--- src/rtl/fadd_share_pkg.sv ---
// Shared types and defaults for the float-adder sharing controller.
package fadd_share_pkg;

  typedef enum logic [1:0] {
    IDLE  = 2'd0,
    START = 2'd1,
    WAIT  = 2'd2,
    GAP   = 2'd3
  } state_t;

  localparam int FP_W     = 32;
  localparam int GAP_DEF  = 4;
  localparam int WDOG_DEF = 64;

endpackage

--- src/rtl/fadd_share_ctrl_rr_arbiter.sv ---
// Combinational round-robin pick: first asserted request at or after ptr, wrapping.
module rr_arbiter #(
  parameter int N_REQ = 4
) (
  input  logic [N_REQ-1:0]         req,
  input  logic [$clog2(N_REQ)-1:0] ptr,
  output logic [N_REQ-1:0]         gnt_oh,
  output logic [$clog2(N_REQ)-1:0] gnt_idx,
  output logic                     gnt_any
);
  localparam int IW = $clog2(N_REQ);

  int idx;

  always_comb begin
    gnt_oh  = '0;
    gnt_idx = '0;
    gnt_any = 1'b0;
    idx     = 0;
    for (int i = 0; i < N_REQ; i++) begin
      idx = int'(ptr) + i;
      if (idx >= N_REQ) idx = idx - N_REQ;
      if (!gnt_any && req[idx]) begin
        gnt_any     = 1'b1;
        gnt_oh[idx] = 1'b1;
        gnt_idx     = IW'(idx);
      end
    end
  end

endmodule

--- src/rtl/fadd_share_ctrl.sv ---
// Shares one multi-cycle float adder among N_REQ requesters with round-robin grant and a re-arm gap.
// Optional done-pulse watchdog is built when FADD_SHARE_WDOG_EN is defined.
module fadd_share_ctrl
  import fadd_share_pkg::*;
#(
  parameter int N_REQ = 4,
  parameter int DW    = FP_W,
  parameter int GAP   = GAP_DEF,
  parameter int WDOG  = WDOG_DEF
) (
  input  logic                     clk,
  input  logic                     rst_n,
  input  logic [N_REQ-1:0]         req,
  input  logic [N_REQ*DW-1:0]      a_in,
  input  logic [N_REQ*DW-1:0]      b_in,
  output logic [N_REQ-1:0]         gnt,
  output logic                     rsp_valid,
  output logic [$clog2(N_REQ)-1:0] rsp_id,
  output logic [DW-1:0]            rsp_data,
  output logic                     rsp_err,
  output logic                     busy,
  output logic                     add_str,
  output logic [DW-1:0]            add_a,
  output logic [DW-1:0]            add_b,
  input  logic                     add_done,
  input  logic [DW-1:0]            add_res,
  input  logic                     add_err
);
  localparam int IW    = $clog2(N_REQ);
  localparam int GAP_W = $clog2(GAP + 1);

  state_t           state, state_nxt;
  logic [IW-1:0]    ptr;
  logic [IW-1:0]    w_id;
  logic [IW-1:0]    arb_idx;
  logic [N_REQ-1:0] arb_oh;
  logic             arb_any;
  logic             wd_expire;
  logic [GAP_W-1:0] gap_cnt;

  rr_arbiter #(.N_REQ(N_REQ)) u_arb (
    .req     (req),
    .ptr     (ptr),
    .gnt_oh  (arb_oh),
    .gnt_idx (arb_idx),
    .gnt_any (arb_any)
  );

`ifdef FADD_SHARE_WDOG_EN
  localparam int WD_W = $clog2(WDOG + 1);
  logic [WD_W-1:0] wd_cnt;

  assign wd_expire = (state == WAIT) && (wd_cnt == WD_W'(WDOG - 1));

  always_ff @(posedge clk) begin
    if (!rst_n)              wd_cnt <= '0;
    else if (state == START) wd_cnt <= '0;
    else if (state == WAIT)  wd_cnt <= wd_cnt + 1'b1;
  end
`else
  assign wd_expire = 1'b0;
`endif

  assign busy = (state != IDLE);

  always_ff @(posedge clk) begin
    if (!rst_n) state <= IDLE;
    else        state <= state_nxt;
  end

  always_comb begin
    state_nxt = state;
    case (state)
      IDLE:  if (arb_any) state_nxt = START;
      START: state_nxt = WAIT;
      WAIT:  if (add_done || wd_expire) state_nxt = fadd_share_pkg::GAP;
      fadd_share_pkg::GAP: if (gap_cnt == GAP_W'(1)) state_nxt = IDLE;
      default: state_nxt = IDLE;
    endcase
  end

  // Operands are captured only on the grant edge and stay frozen until the next grant.
  always_ff @(posedge clk) begin
    if (!rst_n) begin
      ptr       <= '0;
      w_id      <= '0;
      gap_cnt   <= '0;
      gnt       <= '0;
      rsp_valid <= 1'b0;
      rsp_id    <= '0;
      rsp_data  <= '0;
      rsp_err   <= 1'b0;
      add_str   <= 1'b0;
      add_a     <= '0;
      add_b     <= '0;
    end else begin
      gnt       <= '0;
      rsp_valid <= 1'b0;
      case (state)
        IDLE: begin
          if (arb_any) begin
            add_a <= a_in[arb_idx*DW +: DW];
            add_b <= b_in[arb_idx*DW +: DW];
            w_id  <= arb_idx;
            gnt   <= arb_oh;
            ptr   <= (arb_idx == IW'(N_REQ - 1)) ? '0 : arb_idx + 1'b1;
          end
        end
        START: add_str <= 1'b1;
        WAIT: begin
          if (add_done) begin
            rsp_valid <= 1'b1;
            rsp_data  <= add_res;
            rsp_err   <= add_err;
            rsp_id    <= w_id;
            add_str   <= 1'b0;
            gap_cnt   <= GAP_W'(GAP);
          end else if (wd_expire) begin
            rsp_valid <= 1'b1;
            rsp_data  <= '0;
            rsp_err   <= 1'b1;
            rsp_id    <= w_id;
            add_str   <= 1'b0;
            gap_cnt   <= GAP_W'(GAP);
          end
        end
        fadd_share_pkg::GAP: gap_cnt <= gap_cnt - 1'b1;
        default: ;
      endcase
    end
  end

endmodule

--- config.mk ---
export PLATFORM = sky130hd
export DESIGN_NAME = fadd_share_ctrl
export DESIGN_NICKNAME = d
export VERILOG_FILES = /design/src/rtl/fadd_share_pkg.sv /design/src/rtl/fadd_share_ctrl_rr_arbiter.sv /design/src/rtl/fadd_share_ctrl.sv
export SDC_FILE = /design/constraint.sdc
export NUM_CORES = 1
export LEC_CHECK = 0
export ABC_AREA = 1
export CAP_MARGIN = 15
export CORE_AREA = 2 2 155 157
export DETAILED_ROUTE_END_ITERATION = 10
export DIE_AREA = 0 0 157 159
export GPL_TIMING_DRIVEN = 0
export PLACE_DENSITY = 0.72
export SLEW_MARGIN = 20
export SYNTH_ARGS = -nofsm -noshare
export SYNTH_HDL_FRONTEND = slang
export SYNTH_SLANG_ARGS = --single-unit
export TNS_END_PERCENT = 1
--- constraint.sdc ---
create_clock -name clk -period 2.3 [get_ports clk]
set_input_delay 0.46 -clock clk [delete_from_list [all_inputs] [get_ports clk]]
set_output_delay 0.46 -clock clk [all_outputs]
set_load 0.05 [all_outputs]
# Word-level counts from Yosys, hierarchy flattened
# Cells that the tools add are included.
# W data, S select, Z words.
[word_totals]
in_bits = 296
ff_bits = 114
out_inout_bits = 106
[classes]
addsub = 9
bitwise_logic = 3
n_lt_le_gt_ge = 12
eq_ne = 8
muxes = 46
shifts = 2
reduce_logical = 21
[op_table]
columns = ["cell", "n"]
rows = [
  ["$shiftx A128 B8 Y32", 2],
  ["$ge A32 B1 Y1 const B", 4],
  ["$lt A32 B4 Y1 const B", 4],
  ["$mux W32", 4],
  ["$ge A32 B4 Y1 const B", 3],
  ["$sub A32 B4 Y32 const B", 3],
  ["$mux W1", 18],
  ["$mux W2", 8],
  ["$mux W4", 4],
  ["$or A4 B4 Y4", 3],
  ["$reduce_and A2 Y1", 5],
  ["$bmux W1 S2", 4],
  ["$demux W1 S2", 4],
  ["$pmux W2 S4", 1],
  ["$logic_and A1 B1 Y1", 7],
  ["$add A2 B2 Y3 const B", 2],
  ["$eq A2 B2 Y1 const B", 3],
  ["$ne A2 B2 Y1 const B", 3],
  ["$pmux W3 S2", 1],
  ["$reduce_and A3 Y1", 2],
  ["$reduce_bool A2 Y1", 3],
  ["$sub A2 B3 Y4 const B", 1],
  ["$add A2 B1 Y3 const B", 1],
  ["$eq A3 B1 Y1 const B", 1],
  ["other kinds (8)", 10],
]

# Longest topological paths before layout
[depth]
depth_word = 17
depth_mapped = 16
ltp_nobuf = 14

# By module
# A second synthesis with hierarchy kept.
[hier_totals]
cells_unflattened = 1343
area_unflattened_um2 = 7656.1
[modules_own_cells]
columns = ["module", "seq_area_each_um2", "cells_each", "instances", "area_per_inst_um2"]
rows = [
  ["fadd_share_ctrl", 2282.2, 1266, 1, 7195.7],
  ["rr_arbiter", 0.0, 77, 1, 460.4],
]

# Worst setup path before layout
# OpenSTA, ideal clock, no wires.
[synth_path]
path_type = "reg2reg"
startpoint = "register ptr[0]"
endpoint = "register add_b[24]"
setup_time_ps = 109
period_less_slack_ps = 2249
path_stages_with_launch = 15
arrival_ps = 2140
setup_slack_ps = 51
cell_sequence = "dfxtp_1 -> inv_2 -> ha_1 -> inv_1 -> nand3_1 -> o21ai_1 -> nand3b_2 -> nand3_1 -> nand2_1 -> buf_4 -> buf_4 -> nand3_1 -> nand3_1 -> nand2_1 -> inv_1"
[synth_between]
elab_chain_cells = 16
word_cells_on_any_way = 43
classes_between = "add/sub: 7; order compare: 4; shift: 1; mux: 24; reduce/logical: 7"
[synth_rtl]
columns = ["item", "line_no", "text"]
rows = [
  ["start: declaration", "fadd_share_ctrl.sv:33", "logic [IW-1:0] ptr;"],
  ["start signal: assignment", "fadd_share_ctrl.sv:106", "ptr <= (arb_idx == IW'(N_REQ - 1)) ? '0 : arb_idx + 1'b1;"],
  ["parallel branches: the longest is 16 deep, another holds $sub A32 B4 Y32", "--", ""],
  ["end signal: assignment", "fadd_share_ctrl.sv:103", "add_b <= b_in[arb_idx*DW +: DW];"],
  ["end: declaration", "fadd_share_ctrl.sv:24", "output logic [DW-1:0] add_b,"],
]
# Parallel ways; which one is timed is not known. The select of a mux whose other input is x is not followed.
# A chain may end at the register's enable or synchronous reset.

# Final worst setup path
[layout_path]
startpoint = "register ptr[1]"
endpoint = "register add_a[21]"
[layout_between]
elab_chain_cells = 16
word_cells_on_any_way = 43
classes_between = "add/sub: 7; order compare: 4; shift: 1; mux: 24; reduce/logical: 7"
[layout_rtl]
columns = ["item", "line_no", "text"]
rows = [
  ["parallel branches: the longest is 16 deep, another holds $sub A32 B4 Y32", "--", ""],
  ["end signal: assignment", "fadd_share_ctrl.sv:102", "add_a <= a_in[arb_idx*DW +: DW];"],
  ["end: declaration", "fadd_share_ctrl.sv:23", "output logic [DW-1:0] add_a,"],
]
# Parallel ways; which one is timed is not known. The select of a mux whose other input is x is not followed.

==> impl_results.md <==
* CP Capture Type: flip-flop
* Nets at around 2,200
* Int Power at 10.16 mW
* Finished Layout Cells at 2,193
* Post-synthesis mux area share at 0%
* # setup viols final at 32
* Vias in the first global route at 9,847
* Initial antenna violation count at 2
* Final Instance Area at 0.01406 mm^2
* Drt total wl at 36.39 mm
* Critical Path Source: ptr[1]
* Adder-cell area share of the yosys netlist at between 2 and 2.5%
* CTS H-Tree Depth at 4
* Number of buffers created by CTS at 17
* RSZ-0062 raised after global routing: true
* Minimum clock period at between 2 and 2.5 ns
* Crit path max fanout at 7
* Antenna viol nets, final at 0
* CTS tree: built
* Tcrit/Tclk final at 102.5%
* Gate power share at 72.8%
* DR iter-0 viols at 796
* Final Wtd Congestion at 0.9221
* Xor/xnor share of the synthesized area at 0.1066%
* WS Path Type: flip-flop to flip-flop
* Setup ws final at -0.05690 ns
* Starting Density at 35.41%
* Area Growth Syn to Fin at 71.18%
* Die area at 0.02496 mm^2
* Sequential element share of the synthesized area at 27.79%
* Die Y at ~160 um
* Reg area at 0.002290 mm^2
* Worst-Margin Slew at 0.7453 ns
* PortBufs at 400
* Clk buf depth at 2
* Num rows at 56
* Critical Path RT at between 2 and 3 ns
* Hold Violations, Final at 0
* Worst-path clk slew at 0.06 ns
* Cell count after synthesis at 1,424
* Total GRT Usage at between 20% and 30%
* Fmax at 424.3 MHz
* Number of clock sinks at 114
* Hold buffers post-CTS at 0
* Share of layout cells above drive strength 1 at 11.00%
* Synthesis Warnings at 0
* Drt pass-1 iters at 5
* Unique masters post-synth at 28
* Switching power total at 10.79 mW
* Max cap viols at 0
* Status: finished, violations left
* Slew HR at between 50% and 60%
* Syn nets at ~1,700
* Placed instance area at 0.01262 mm^2
* Synth Cell Area at approximately 0.0082 mm^2
* Syn_area_per_cell at 5.767 um^2
* Slew Limit Fails at 0
* Reg2reg start: ptr[1]
* First-pass GRT wire length at 52.65 mm
* Worst IR Drop VDD at 0.7288 mV
* Die Wd at roughly 160 um
* Core ar. at 0.02319 mm^2
* Clk_skew at 0.008897 ns
* Failing checks: setup timing
* DRC Markers at 0
* Via count at 10,590
* Leak Pwr at around 7.3 nW
* Ports at 402
* Main combinational cell family by area after synthesis: simple AND/OR/NAND/NOR gates
* Vias/cell at slightly below 5
* Switch share at approximately half
* CP startpoint kind: flip-flop
* Final HPWL DP at 27.40 mm
* Wire per inst at 16.59 um
* Total gr overflow at 0
* Synth Area in Simple Gates at about 45%
* Multi-input logic area at 0.004432 mm^2
* FILL cells at approximately 2,200
* Clock latency on the worst-skew pair at 0.42 ns
* CTS Root Cell: clkbuf_16
* Worst min-delay path startpoint: gap_cnt[1]
* Hold Crit Class: flip-flop to flip-flop
* Clock share of power at 13.1%
* Pin count of the biggest net entering global routing at 17
* Worst EP arrival at between 2 and 3 ns
* Pwr dens at 1490 mW/mm^2
* Sequential Power Share at 14.0%
* Dpl cells at 2,143
* #FFs+latches synth at 114
* Compound-gate portion of the synthesized area at 2.102%
## placed cells by master (no fill, tap or decap), drive strengths merged, types with 8 or more instances in the layout
cell type | Yosys | layout
clkdlybuf4s50 | 0 | 399
nand2 | 307 | 307
a21oi | 8 | 8
inv | 348 | 355
buf | 78 | 78
clkbuf | 25 | 60
nor2 | 141 | 141
nand4 | 128 | 128
dfxtp | 114 | 114
nand3 | 239 | 239
ha | 14 | 14
## worst max-delay path, cell delays in order, from the launching register on
cell and delay (ns):
dfxtp_4 0.41, inv_6 0.05, ha_4 0.30, inv_4 0.06, nand2_2 0.06, nand2_2 0.07, nor2_4 0.22, nand2_2 0.10
nor2_4 0.12, nor2_2 0.06, nor2_4 0.21, buf_12 0.20, clkbuf_16 0.18, nand3_4 0.07, nand3_2 0.08, nand2_1 0.06
inv_1 0.04
## kinds of logic (layout without fill, tap and decap cells)
group | after synthesis | in the layout
buffers and inverters | 451 | 899
other | 0 | 2
AOI/OAI and AO/OA | 27 | 27
adders and majority gates | 14 | 14
DFF | 114 | 114
xor gates and xnor gates | 1 | 1
and+or+nand+nor | 817 | 817
## through the flow
step / power [mW] / setup slack (ns) / hold slack (ns) / utilization (%) / setup TNS, ns
floorplan: 11.76 / 0.05080 / 0.4191 / - / 0
global placement: 15.66 / -0.5927 / 0.4494 / 54.40 / -36.67
detailed placement: 15.78 / -0.6343 / 0.4485 / 54.40 / -39.71
CTS: 18.75 / -0.2119 / 0.4594 / 57.28 / -10.81
global route: 22.39 / -0.1627 / 0.4887 / 60.62 / -7.119
finish: 20.95 / -0.05690 / 0.4615 / 60.62 / -0.8358
## layer usage
layer | global-route usage (%) | vias up | share of wire, %
met5 | 0 | - | 0
met4 | 9.508 | 0 | 3.1
met3 | 6.886 | 64 | 8.1
met2 | 46.23 | 424 | 48
met1 | 32.64 | 4817 | 41
li1 | - | 5280 | -
## power groups by stage
stage	clock network, mW	logic (mW)	registers, mW
global route	2.91	16.5	3.00
detailed placement	0	12.8	2.97
floorplan	0	7.05	4.71
finish	2.75	15.3	2.94
global placement	0	12.7	2.95
CTS	2.81	13.0	2.94
## final cells by class
type	count	share of cell area (%)
Multi-Input combinational cell	859	31.52
Timing Repair Buffer	417	30.14
Sequential cell	114	16.29
Inverter	348	9.363
Buffer	102	5.482
Clock buffer	18	3.124
Tap cell	319	2.839
Clock inverter	14	1.210
Antenna cell	2	0.03560
## final timing paths
kind           endpoint  slack [ns]  cells after the start
max           add_a[21]       -0.06                     16
min          gap_cnt[1]        0.46                      2
max reg2reg   add_a[21]       -0.06                     16
min reg2reg  gap_cnt[1]        0.46                      2
## synth_stat cells, drive strengths merged
cell type	n	area (um^2)
inv	348	1306
nand2	307	1157
nand3	239	1201
nor2	141	539.3
nand4	128	800.8
dfxtp	114	2282
buf	78	459.2
clkbuf	25	93.84
ha	14	175.2
a21oi	8	40.04
a22oi	5	37.54
o21ai	5	25.02
o221ai	4	35.03
a211oi	2	15.01
a31oi	2	12.51
nand3b	1	11.26
nor3	1	5.000
o21bai	1	7.510
xor2	1	8.760
## sequential cells by signal (all words and copies together), names as in the netlist
signal / cells
rsp_err: 1
rsp_valid: 1
ptr: 2
state: 2
add_a: 32
add_str: 1
rsp_data: 32
gap_cnt: 3
add_b: 32
w_id: 2
gnt: 4
rsp_id: 2
## repair_timing
item	in CTS	in global routing
setup buffers	0	10
endpoints found under the hold margin	0	0
gates cloned	0	7
endpoints found under the setup margin	75	71
pin swaps	0	17
gates resized for setup	23	150
Power figures use the tool's default switching activity.
